===== config.mk =====
export PLATFORM = sky130hd
export DESIGN_NAME = mult_bcd_converter
export DESIGN_NICKNAME = d
export VERILOG_FILES = /design/src/rtl/mult_bcd_converter.sv
export SDC_FILE = /design/constraint.sdc
export NUM_CORES = 1
export LEC_CHECK = 0
export BUFFER_PORTS_ARGS = -buffer_cell sky130_fd_sc_hd__buf_2
export CAP_MARGIN = 5
export CORE_ASPECT_RATIO = 0.7
export CORE_MARGIN = 2
export CORE_UTILIZATION = 55
export DETAILED_ROUTE_END_ITERATION = 8
export PLACE_DENSITY_LB_ADDON = 0.2
export REMOVE_ABC_BUFFERS = 1
export SETUP_SLACK_MARGIN = 0.05
export SLEW_MARGIN = 10
export SYNTH_ARGS = -nofsm -noshare
export SYNTH_HDL_FRONTEND = slang
export SYNTH_SLANG_ARGS = --single-unit

===== constraint.sdc =====
create_clock -name clk -period 2 [get_ports clk]
set_input_delay 0.4 -clock clk [delete_from_list [all_inputs] [get_ports clk]]
set_output_delay 0.4 -clock clk [all_outputs]
set_load 0.03 [all_outputs]

===== src/rtl/mult_bcd_converter.sv =====
// Sequential binary-to-BCD converter (double dabble) with valid/ready handshakes.
// One input bit is consumed per cycle; the finished value lands in a dedicated
// output register so the scratch register never shows up on bcd_out.
module mult_bcd_converter #(
  parameter int unsigned IN_W   = 8,
  parameter int unsigned DIGITS = 3
) (
  input  logic                  clk,
  input  logic                  rst_n,
  input  logic                  in_valid,
  output logic                  in_ready,
  input  logic [IN_W-1:0]       product,
  output logic                  out_valid,
  input  logic                  out_ready,
  output logic [4*DIGITS-1:0]   bcd_out,
  output logic                  busy
);

  localparam int unsigned CntW = $clog2(IN_W + 1);
  localparam int unsigned BcdW = 4 * DIGITS;

  function automatic longint unsigned pow10(input int unsigned n);
    longint unsigned r;
    r = 1;
    for (int unsigned i = 0; i < n; i++) begin
      r = r * 10;
    end
    return r;
  endfunction

  // The output digits must be able to hold the largest input value.
  if (pow10(DIGITS) <= ((64'd1 << IN_W) - 64'd1)) begin : g_bad_digits
    $error("mult_bcd_converter: DIGITS too small for IN_W");
  end

  typedef enum logic [1:0] {StIdle, StShift, StDone} state_e;

  state_e              state_q;
  logic [IN_W-1:0]     bin_q;
  logic [BcdW-1:0]     scratch_q;
  logic [CntW-1:0]     cnt_q;
  logic [BcdW-1:0]     bcd_q;
  logic                in_ready_q;
  logic                out_valid_q;
  logic                busy_q;

  logic [BcdW-1:0]      adj;
  logic [BcdW+IN_W-1:0] shifted;
  logic [BcdW-1:0]      scratch_nxt;
  logic [IN_W-1:0]      bin_nxt;

  // One double-dabble step: add 3 to every nibble >= 5, then shift {bcd, bin} left.
  always_comb begin
    adj = scratch_q;
    for (int i = 0; i < int'(DIGITS); i++) begin
      if (scratch_q[4*i +: 4] >= 4'd5) begin
        adj[4*i +: 4] = scratch_q[4*i +: 4] + 4'd3;
      end
    end
    shifted     = {adj, bin_q} << 1;
    scratch_nxt = shifted[BcdW+IN_W-1:IN_W];
    bin_nxt     = shifted[IN_W-1:0];
  end

  // Control FSM with registered handshake outputs and the datapath registers.
  always_ff @(posedge clk or negedge rst_n) begin
    if (!rst_n) begin
      state_q     <= StIdle;
      bin_q       <= '0;
      scratch_q   <= '0;
      cnt_q       <= '0;
      bcd_q       <= '0;
      in_ready_q  <= 1'b1;
      out_valid_q <= 1'b0;
      busy_q      <= 1'b0;
    end else begin
      unique case (state_q)
        StIdle: begin
          if (in_valid) begin
            bin_q      <= product;
            scratch_q  <= '0;
            cnt_q      <= CntW'(IN_W);
            state_q    <= StShift;
            in_ready_q <= 1'b0;
            busy_q     <= 1'b1;
          end
        end
        StShift: begin
          bin_q     <= bin_nxt;
          scratch_q <= scratch_nxt;
          cnt_q     <= cnt_q - CntW'(1);
          if (cnt_q == CntW'(1)) begin
            bcd_q       <= scratch_nxt;
            state_q     <= StDone;
            busy_q      <= 1'b0;
            out_valid_q <= 1'b1;
          end
        end
        StDone: begin
          if (out_ready) begin
            state_q     <= StIdle;
            out_valid_q <= 1'b0;
            in_ready_q  <= 1'b1;
          end
        end
        default: begin
          state_q     <= StIdle;
          in_ready_q  <= 1'b1;
          out_valid_q <= 1'b0;
          busy_q      <= 1'b0;
        end
      endcase
    end
  end

  assign in_ready  = in_ready_q;
  assign out_valid = out_valid_q;
  assign busy      = busy_q;
  assign bcd_out   = bcd_q;

endmodule


Word level (Yosys, flattened, before mapping)
Cells that the tools add are included.
- add/subtract/negate cells: 4
- $lt $le $gt $ge: 3
- equal/unequal tests: 6
- multiplexer cells: 22
- bitwise logic cells: 3
- reduce and logical (&&, ||, !) cells: 8
- operators by type and width (cell ; number):
    $pmux 12 s2 ; 1
    $pmux 8 s2 ; 1
    $ge 4x3->1 const B ; 3
    $mux 12 ; 1
    $mux 4 ; 3
    $reduce_and 3->1 ; 4
    $pmux 1 s3 ; 3
    $add 4x2->4 const B ; 2
    $mux 8 ; 1
    $pmux 4 s2 ; 1
    $mux 1 ; 6
    $mux 2 ; 3
    $ne 2x2->1 const B ; 3
    $pmux 2 s3 ; 1
    $eq 4x1->1 const B ; 1
    $reduce_and 2->1 ; 2
    $sub 4x1->4 const B ; 1
    $add 3x2->3 const B ; 1
    $mux 3 ; 1
    $not 1->1 ; 3
    $eq 2x1->1 const B ; 1
    $eq 2x2->1 const B ; 1
    $logic_not 2->1 ; 1
    $reduce_bool 2->1 ; 1
- bits in registers: 41
- bits of input ports: 12
- output and inout bits: 15

Depth between registers and ports, before layout
Gate-level depths: netlist (run 1).
- depth in word-level cells: 3
- gate-level depth with buffers: 7
- gate-level depth less buffers: 6

Least setup slack after synthesis (run 1)
No wires, ideal clock.
- kind: register to register
- from: register cnt_q[1]
- to: register bcd_q[10] (netlist: bcd_out[10])
- library setup time: 0.125 ns
- data arrival time: 1.357 ns
- required time: 1.875 ns
- setup slack: 0.518 ns
- stages on the path, launching flop included: 7
- path buffers: 1
- cell sequence: dfrtp_1 inv_1 ha_1 nor3b_4 nand2_4 buf_6 mux2_4
- cells in the longest elaborated chain, start to end: 2
- ends and longest elaborated chain (item ; RTL line ; RTL):
    start, declared ; 41 ; logic [CntW-1:0] cnt_q;
    start signal, assigned ; 82 ; cnt_q <= CntW'(IN_W);
    start signal, assigned ; 91 ; cnt_q <= cnt_q - CntW'(1);
    $eq 4x1->1 ; 92 ; if (cnt_q == CntW'(1)) begin
    $reduce_and 2->1 (no source line) ; -- ;
    end signal, assigned ; 93 ; bcd_q <= scratch_nxt;
    end, declared ; 42 ; logic [BcdW-1:0] bcd_q;
Every way passes these cells.
A chain may end at the register's enable or synchronous reset.

Worst setup path after layout (run 1)
- from: register scratch_q[4]
- to: register bcd_q[6] (netlist: bcd_out[6])
- cells in the longest elaborated chain, start to end: 2
- ends and longest elaborated chain (item ; RTL line ; RTL):
    start, declared ; 40 ; logic [BcdW-1:0] scratch_q;
    start signal, assigned ; 90 ; scratch_q <= scratch_nxt;
    $add 4x2->4 or $ge 4x3->1 (tied branches) ; 57, 56 ;
    $mux 4 * ; 56 ; if (scratch_q[4*i +: 4] >= 4'd5) begin
Every way passes the cells marked *; elsewhere a longest branch is shown, timed or not.

==> metrics.yaml, run 1 <==
status: "complete, no violations"
clock_skew_ns: 0.00462
yosys-top-cells-area: "dfrtp_1 (49%), o21ai_0 (5.2%), ha_1 (4.9%)"
r2r-end: "bcd_out[6]$_DFFE_PN0P_"
hold_viol: 0
yosysUniqueCellTypes: 31
r2r_slack_ns: 0.35
most-common-layout-cells: "dfrtp_1 (40), buf_2 (26), o21ai_0 (21)"
clk_pin_slew_ns: 0.07
fin_setup_tns_ns: 0
track_usage_pct: 22.3
clock_latency_ns: 0.30
ir_drop_uv: 781
post_dp_cell_area_mm2: 0.00224
antenna_found_initial: 0
grt_overflow: 0
grt_pass1_vias: 1451
dieHeight_um: 54.9
r2r_cells: 6
ant_nets: 0
wirelength_um: 4170
htree_num_levels: 2
vias: 1506
grt_max_degree: 23
worst_pin_slew_ns: 0.783
root_buffer: "clkbuf_8"
post-cts-setup-buffer-count: 0
max_freq_mhz: 607
p_leak_nw: 1.13
hold_path_class: "input port to asynchronous set/reset pin"
ios: 27
dr.pass1.iters: 4
dieArea_mm2: 0.00422
dieWidth_um: 76.8
netlist_area_mm2: 0.00204
synth_seq_cells: 41
powerDensity_mw_per_mm2: 1760
gp_congestion: 0.814
maxCapViolations: 0
critPathLaunch: "scratch_q[4]$_DFFE_PN0P_"
avgSynthCellArea_um2: 10.9
core-area_mm2: 0.00354
cts_tree: "built"
yosys.area.top_type: "dfrtp_1"
start_kind: "flop"
port-buffer-count: 26
period_share_pct: 82.3
yosysSeqAreaShare_pct: 50.4
drv_slew: 0
diodes: 0
holdWs_ns: 0.0538
layout_min_cycle_time_ns: 1.65
fin_area_mm2: 0.00233
path_class: "flop to flop"
yosysWarnings: 0
drcViolationCount: 0
syn-instance-count: 187
drive_gt1_share_pct: 25.1
worstPathRequired_ns: 2.19
nNetsFinal: 238
endpoint: "bcd_out[6]$_DFFE_PN0P_"
grt_pass1_wl_um: 6870
path_max_fanout: 5
core.rowCount: 18
netlist.area_leader.share_pct: 49.1
drtIter0Drc: 103
initial_core_util_pct: 57.6
viasPerCell: 5.60
clock_path_buffers: 2
ctsHoldBuffers: 0
cts_sinks: 41
cp.arrival_ns: 1.83
wl_per_cell_um: 15.5
setup_viol: 0
end_kind: "flop"
worstReg2RegStart: "scratch_q[4]$_DFFE_PN0P_"
tritoncts.num_buffers: 5
max_slew_margin_pct: 47.8
rsz0062_at_grt: "false"
hpwl_um: 3030
syn2layout_area_growth_pct: 14.1
final_common_cell: "dfrtp_1"
cts_resized: 0
==> cells in the mapped netlist, drive strengths merged <==
| cell type | instances |
|---|---|
| dfrtp | 40 |
| o21ai | 21 |
| a21oi | 16 |
| a22o | 11 |
| mux2 | 11 |
| nand2 | 11 |
| nor2b | 10 |
| inv | 9 |
| ha | 8 |
| nand2b | 8 |
| a22oi | 7 |
| buf | 7 |
| nor2 | 5 |
| clkbuf | 3 |
| mux2i | 3 |
| nor3b | 3 |
| o22ai | 3 |
| xnor2 | 3 |
| and2b | 1 |
| dfstp | 1 |
| nand3b | 1 |
| nor3 | 1 |
| o21a | 1 |
| o21bai | 1 |
| o22a | 1 |
| o32ai | 1 |
==> per-layer routing <==
metal / up-vias / track usage (%) / wire length, um
li1: 720 / - / -
met1: 734 / 26.8 / 1820
met2: 44 / 38.7 / 2070
met3: 8 / 5.84 / 212
met4: 0 / 11.8 / 73
met5: - / 0 / 0
==> cell families after synthesis <==
group,after synthesis,synth area share (%)
adder cells (fa/ha/maj),8,4.91
flip-flops,41,50.4
AO/OA/AOI/OAI,62,19.1
XOR/XNOR,3,1.29
buffers and inverters,19,4.36
AND/OR/NAND/NOR,40,11.5
multiplexers,14,8.47
==> area by class of cell <==
type                    count  area, um2
well taps                  50       62.6
clock buffers               8       90.1
fillers                   294       1210
flip-flops and latches     41       1030
repair buffers             34        190
inverters                   9       33.8
multi-input cells         127        922
==> critical path, cell delays in order (launching register included) <==
cell and delay, ns:
dfrtp_1 0.44, inv_1 0.10, ha_1 0.22, nand2b_1 0.09, a21oi_1 0.26, mux2i_1 0.15
mux2_4 0.28
==> report_power, final <==
group	internal [mW]	total (mW)	switching (mW)
Sequential	1.21	1.53	0.321
Clock	0.281	0.559	0.278
Combinational	0.871	2.00	1.13
==> sequential cells by signal, summed over array words and instances (netlist names) <==
register / flops
bcd_out: 12
bin_q: 8
busy: 1
cnt_q: 4
in_ready: 1
out_valid: 1
scratch_q: 12
state_q: 2
==> stage by stage <==
step	total power, mW	worst slack [ns]	util (%)	instances
CTS	4.13	0.365	65.8	269
detailed placement	3.56	0.374	63.2	261
floorplan	2.93	-0.0223	-	177
global placement	3.40	0.469	63.2	261
global route	4.41	0.253	65.8	269
finish	4.09	0.354	65.8	269
==> worst min path at each step <==
stage               startpoint                       end  depth (start not counted)
finish                   rst_n    bcd_out[1]$_DFFE_PN0P_                          1
global route             rst_n  scratch_q[1]$_DFFE_PN0P_                          1
CTS                      rst_n  scratch_q[3]$_DFFE_PN0P_                          1
detailed placement       rst_n    bcd_out[1]$_DFFE_PN0P_                          1
global placement         rst_n  scratch_q[1]$_DFFE_PN0P_                          1
floorplan                rst_n    bcd_out[0]$_DFFE_PN0P_                          0
No activity file was read; power rests on OpenSTA's default activity.
==> run 2: changes to the inputs <==
==> constraint.sdc (replaced) <==
create_clock -name clk -period 1.59 [get_ports clk]
set_input_delay 0.318 -clock clk [delete_from_list [all_inputs] [get_ports clk]]
set_output_delay 0.318 -clock clk [all_outputs]
set_load 0.03 [all_outputs]
==> metrics.yaml, run 2 (same netlist as run 1, synthesis figures left out) <==
worst_pin_slew_ns: 0.482  # -0.301 ns
hold_path_class: "input port to flop"
tritoncts.num_buffers: 5  # unchanged
wl_per_cell_um: 15.8  # +2.1%
most-common-layout-cells: "dfrtp_1 (38), buf_2 (26), o21ai_0 (21)"
pwr-share-seq_pct: 32.9  # -4.5 points
hpwl_um: 2870  # -5.4%
antenna_found_initial: 0  # unchanged
clk_pin_slew_ns: 0.08  # about the same
post_dp_cell_area_mm2: 0.00226  # +1.2%
swShare_pct: 40.7  # -1.6 points
htree_num_levels: 2  # unchanged
initial_core_util_pct: 57.6  # unchanged
clock_path_buffers: 2  # unchanged
maxCapViolations: 0  # unchanged
syn2layout_area_growth_pct: 26.1
use_met2_pct: 39.2  # +0.44 points
switchingPower_mw: 2.39  # +38%
start_kind: "flop"
setup_viol: 0  # unchanged
hold_viol: 0  # unchanged
end_kind: "flop"
comb_power_share_pct: 52.3  # +3.4 points
max_slew_margin_pct: 67.9  # +20 points
track_usage_pct: 21.7  # -0.61 points
port-buffer-count: 26  # unchanged
path_max_fanout: 8  # +3
r2r_cells: 5  # -1
hold_depth: 3
grt_max_degree: 23  # unchanged
holdWs_ns: 0.290  # +0.236 ns
diodes: 0  # unchanged
cts_tree: "built"
clock_skew_ns: 0.00569  # +0.00106 ns
p_clk_share_pct: 14.8  # +1.1 points
worstPathRequired_ns: 1.77  # -0.42 ns
period_share_pct: 98.1  # +16 points
pre_cts_ws_ns: 0.00189  # -0.372 ns
grtUsageMet3_pct: 4.38  # -1.5 points
drtIter0Drc: 65  # -37%
max_freq_mhz: 641  # +5.6%
dp.cells: 263  # +0.77%
path_class: "flop to flop"
setup_ws_ns: 0.0307  # -0.323 ns
root_buffer: "clkbuf_8"
p_int_mw: 3.49  # +48%
cp.arrival_ns: 1.74  # -0.09 ns
clock_latency_ns: 0.29  # about the same
nNetsFinal: 252  # +5.9%
ant_nets: 0  # unchanged
fin_setup_tns_ns: 0  # unchanged
layoutNonFillerInstCount: 283  # +5.2%
rsz0062_at_grt: "true"
r2r_slack_ns: 0.03  # -0.32 ns
cts_sinks: 41  # unchanged
final_common_cell: "dfrtp_1"
core-area_mm2: 0.00354  # unchanged
vias: 1594  # +5.8%
powerDensity_mw_per_mm2: 2290  # +30%
dieWidth_um: 76.8  # unchanged
fin_area_mm2: 0.00257  # +10%
core.rowCount: 18  # unchanged
grt-busiest-layer: "met2"
status: "complete, no violations"
drcViolationCount: 0  # unchanged
dieHeight_um: 54.9  # unchanged
layout_min_cycle_time_ns: 1.56  # -0.0871 ns
ios: 27  # unchanged
dieArea_mm2: 0.00422  # unchanged
wirelength_um: 4480  # +7.4%
dr.pass1.iters: 4  # unchanged
gp_congestion: 0.851  # +4.5%
grt_pass1_wl_um: 6930  # +0.90%
grt_overflow: 0  # unchanged
drv_slew: 0  # unchanged
grt_pass1_vias: 1513  # +4.3%
viasPerCell: 5.63  # +0.61%
gr-usage-met1_pct: 27.2  # +0.46 points
drive_gt1_share_pct: 37.8  # +13 points
p_leak_nw: 1.22  # +8.4%
ir_drop_uv: 1310  # +68%
[run 2: area by class of cell]
class / count / area, um2
inverters: 9 / 33.8
clock inverters: 1 / 30.0
fillers: 260 / 966
multi-input cells: 128 / 1020
well taps: 50 / 62.6
flip-flops and latches: 41 / 1030
repair buffers: 47 / 303
clock buffers: 7 / 86.3
[run 2: per-stage QoR]
step	total power, mW	utilization (%)
floorplan	3.69	-
global placement	4.32	64.0
detailed placement	4.48	64.0
CTS	5.45	68.6
global route	6.25	72.7
finish	5.87	72.7
[run 2: repair_timing]
item | in CTS | in global routing
endpoints found under the hold margin | 19 | 0
hold buffers | 1 | 0
pin swaps | 1 | 5
setup endpoints to repair | 11 | 15
gates cloned | 1 | 0
setup buffers | 2 | 8
resized for setup | 5 | 20
[run 2: final timing paths]
| check | start | to |
|---|---|---|
| setup / recovery | cnt_q[1]$_DFFE_PN0P_ | bcd_out[5]$_DFFE_PN0P_ |
| hold / removal | out_ready | out_valid$_DFFE_PN0P_ |
| setup reg to reg | cnt_q[1]$_DFFE_PN0P_ | bcd_out[5]$_DFFE_PN0P_ |
| hold reg to reg | bcd_out[4]$_DFFE_PN0P_ | bcd_out[4]$_DFFE_PN0P_ |
| max in group asynchronous | rst_n | in_ready$_DFFE_PN1P_ |
| min in group asynchronous | rst_n | bcd_out[2]$_DFFE_PN0P_ |
[run 2: power by group through the flow]
stage	Clock (mW)	Sequential, mW	Combinational (mW)
after global routing	0.928	1.99	3.34
after CTS	0.878	1.90	2.67
after floorplan	0	2.23	1.46
after global placement	0	1.87	2.44
final	0.870	1.93	3.07
after detailed placement	0	1.90	2.57
[run 2: critical path, cell delays in order, from the launching register on]
cell and delay, ns:
dfrtp_1 0.40, inv_2 0.08, ha_4 0.12, nor3b_4 0.33, nand2_4 0.18, mux2_4 0.33
[run 2: metal layers]
metal  wire length (um)  vias to the layer above
met2               2160                       32
li1                   -                      754
met4                 70                        0
met5                  0                        -
met3                136                        9
met1               2110                      799
==> run 3: changes to the inputs <==
--- a/config.mk
+++ b/config.mk
@@ -5,11 +5,11 @@
 export SDC_FILE = /design/constraint.sdc
 export NUM_CORES = 1
 export LEC_CHECK = 0
-export BUFFER_PORTS_ARGS = -buffer_cell sky130_fd_sc_hd__buf_2
+export BUFFER_PORTS_ARGS = -buffer_cell sky130_fd_sc_hd__clkbuf_2
 export CAP_MARGIN = 5
 export CORE_ASPECT_RATIO = 0.7
 export CORE_MARGIN = 2
-export CORE_UTILIZATION = 55
+export CORE_UTILIZATION = 37
 export DETAILED_ROUTE_END_ITERATION = 8
 export PLACE_DENSITY_LB_ADDON = 0.2
 export REMOVE_ABC_BUFFERS = 1
==> metrics.yaml, run 3 (same netlist as run 1, synthesis figures left out) <==
grt_max_degree: 28  # +22%
drv_slew: 0  # unchanged
worstPathRequired_ns: 1.78  # about the same
fin_util_pct: 47.6  # -25 points
htree_num_levels: 2  # unchanged
hold_path_class: "input port to flop"
hold_depth: 3  # unchanged
min_from: "out_ready"
crit_buf_inv: 1  # unchanged
pre_cts_ws_ns: 0.00538  # +0.00349 ns
p_leak_nw: 1.18  # -3.3%
r2r_slack_ns: 0.11  # +0.08 ns
dieHeight_um: 66.1  # +20%
grt_pass1_wl_um: 7090  # +2.3%
end_kind: "flop"
cts_tree: "built"
setup_viol: 0  # unchanged
status: "complete, no violations"
fillCellCount: 518  # +99%
drtIter0Drc: 145  # +120%
core-area_mm2: 0.00529  # +49%
cts_sinks: 41  # unchanged
start_kind: "flop"
drcViolationCount: 0  # unchanged
path_class: "flop to flop"
hpwl_um: 2690  # -6.4%
max_freq_mhz: 678  # +5.7%
cp.arrival_ns: 1.66  # -0.08 ns
path_max_fanout: 3  # -5
clk_pin_slew_ns: 0.08  # about the same
root_buffer: "clkbuf_8"
track_usage_pct: 15.0  # -6.7 points
dr.pass1.iters: 4  # unchanged
holdPathEnd: "out_valid$_DFFE_PN0P_"
period_share_pct: 92.8  # -5.3 points
multi_input_area_mm2: 0.00101  # -1.1%
ios: 27  # unchanged
hold_viol: 0  # unchanged
diodes: 0  # unchanged
maxCapViolations: 0  # unchanged
clock_path_buffers: 2  # unchanged
initial_core_util_pct: 38.6  # -19 points
layout_min_cycle_time_ns: 1.48  # -0.0835 ns
seq_area_mm2: 0.00103  # -0.24%
core.rowCount: 22  # +4
gp_congestion: 0.732  # -14%
tritoncts.num_buffers: 5  # unchanged
max_slew_margin_pct: 50.6  # -17 points
clock_skew_ns: 0.00320  # -0.00249 ns
rsz0062_at_grt: "true"
viasPerCell: 4.94  # -12%
syn2layout_area_growth_pct: 23.3
cp_cell_sequence: "inv_2, ha_1, nand2b_4, a21oi_2, mux2i_1, mux2_4"
critPathMaxStageDelay_ns: 0.37  # -0.03 ns
r2r-end: "bcd_out[10]$_DFFE_PN0P_"
vias: 1482  # -7.0%
wirelength_um: 4310  # -3.8%
dieWidth_um: 92.7  # +21%
grt_overflow: 0  # unchanged
critPathTopFamily: "multiplexers"
worst_pin_slew_ns: 0.740  # +0.258 ns
dieArea_mm2: 0.00613  # +45%
worstReg2RegStart: "scratch_q[9]$_DFFE_PN0P_"
wl_per_cell_um: 14.4  # -9.2%
most-common-layout-cells: "dfrtp_1 (40), clkbuf_2 (26), o21ai_0 (21)"
clock_latency_ns: 0.29  # about the same
cpMaxStageDelayCell: "dfrtp_1"
setup_ws_ns: 0.114  # +0.0835 ns
drive_gt1_share_pct: 33.3  # -4.4 points
r2r_cells: 6  # +1
final_common_cell: "dfrtp_1"
powerDensity_mw_per_mm2: 2170  # -5.2%
antenna_found_initial: 0  # unchanged
nNetsFinal: 247  # -2.0%
grt_pass1_vias: 1455  # -3.8%
ir_drop_uv: 972  # -26%
port-buffer-count: 26  # unchanged
ant_nets: 0  # unchanged
-- run 3: report_power, final --
group	switching (mW)	internal, mW	total (mW)	leakage, nW
combinational	1.55	1.33	2.87	0.625
sequential	0.386	1.52	1.91	0.515
clock	0.354	0.312	0.667	0.0395
total	2.29	3.16	5.45	1.18
-- run 3: worst max-delay path by stage --
stage / start / endpoint / depth (start not counted)
CTS: scratch_q[1]$_DFFE_PN0P_ / bcd_out[2]$_DFFE_PN0P_ / 6
global route: scratch_q[5]$_DFFE_PN0P_ / bcd_out[6]$_DFFE_PN0P_ / 6
finish: scratch_q[9]$_DFFE_PN0P_ / bcd_out[10]$_DFFE_PN0P_ / 6
global placement: scratch_q[1]$_DFFE_PN0P_ / bcd_out[2]$_DFFE_PN0P_ / 6
floorplan: state_q[0]$_DFFE_PN0P_ / bcd_out[10]$_DFFE_PN0P_ / 3
detailed placement: scratch_q[0]$_DFFE_PN0P_ / bcd_out[2]$_DFFE_PN0P_ / 5
-- run 3: layout make-up --
| type | instances | share of cell area, % |
|---|---|---|
| timing repair buffer | 42 | 10.7 |
| sequential | 41 | 40.9 |
| multi-input combinational | 128 | 40.3 |
| clock buffer | 8 | 3.19 |
| inverter | 9 | 1.34 |
| tap | 72 | 3.58 |
-- run 3: worst register-to-register path: cells and delay by family, from the launching register on --
kind                     cells  cell delay (ns)
multiplexers                 2             0.41
AO/OA/AOI/OAI                1             0.20
AND/OR/NAND/NOR              1             0.14
flip-flops                   1             0.37
adder cells (fa/ha/maj)      1             0.18
buffers and inverters        1             0.07
-- run 3: repair_timing --
action | in CTS | in global routing
endpoints found under the hold margin | 13 | 0
gates cloned | 0 | 1
setup buffers | 0 | 6
gates resized for setup | 3 | 17
pin swaps | 0 | 3
endpoints found under the setup margin | 6 | 15
hold buffers | 1 | 0
-- run 3: metal layers --
| layer | wire (um) | vias up | global-route usage, % |
|---|---|---|---|
| met5 | 0 | - | 0 |
| met4 | 56 | 0 | 4.41 |
| met3 | 123 | 6 | 3.65 |
| met2 | 1860 | 16 | 22.4 |
| met1 | 2270 | 721 | 21.7 |
| li1 | - | 739 | - |
-- run 3: metrics by stage --
step / setup TNS, ns / total power, mW / instances / hold slack (ns) / area (um2)
5_1_grt: 0 / 5.90 / 300 / 0.332 / 2510
4_1_cts: 0 / 5.13 / 293 / 0.294 / 2380
6_report: 0 / 5.45 / 300 / 0.300 / 2510
3_3_place_gp: 0 / 4.37 / 284 / 0.276 / 2280
2_1_floorplan: -5.35 / 3.69 / 177 / 0.0224 / 1980
3_5_place_dp: 0 / 4.40 / 284 / 0.277 / 2280
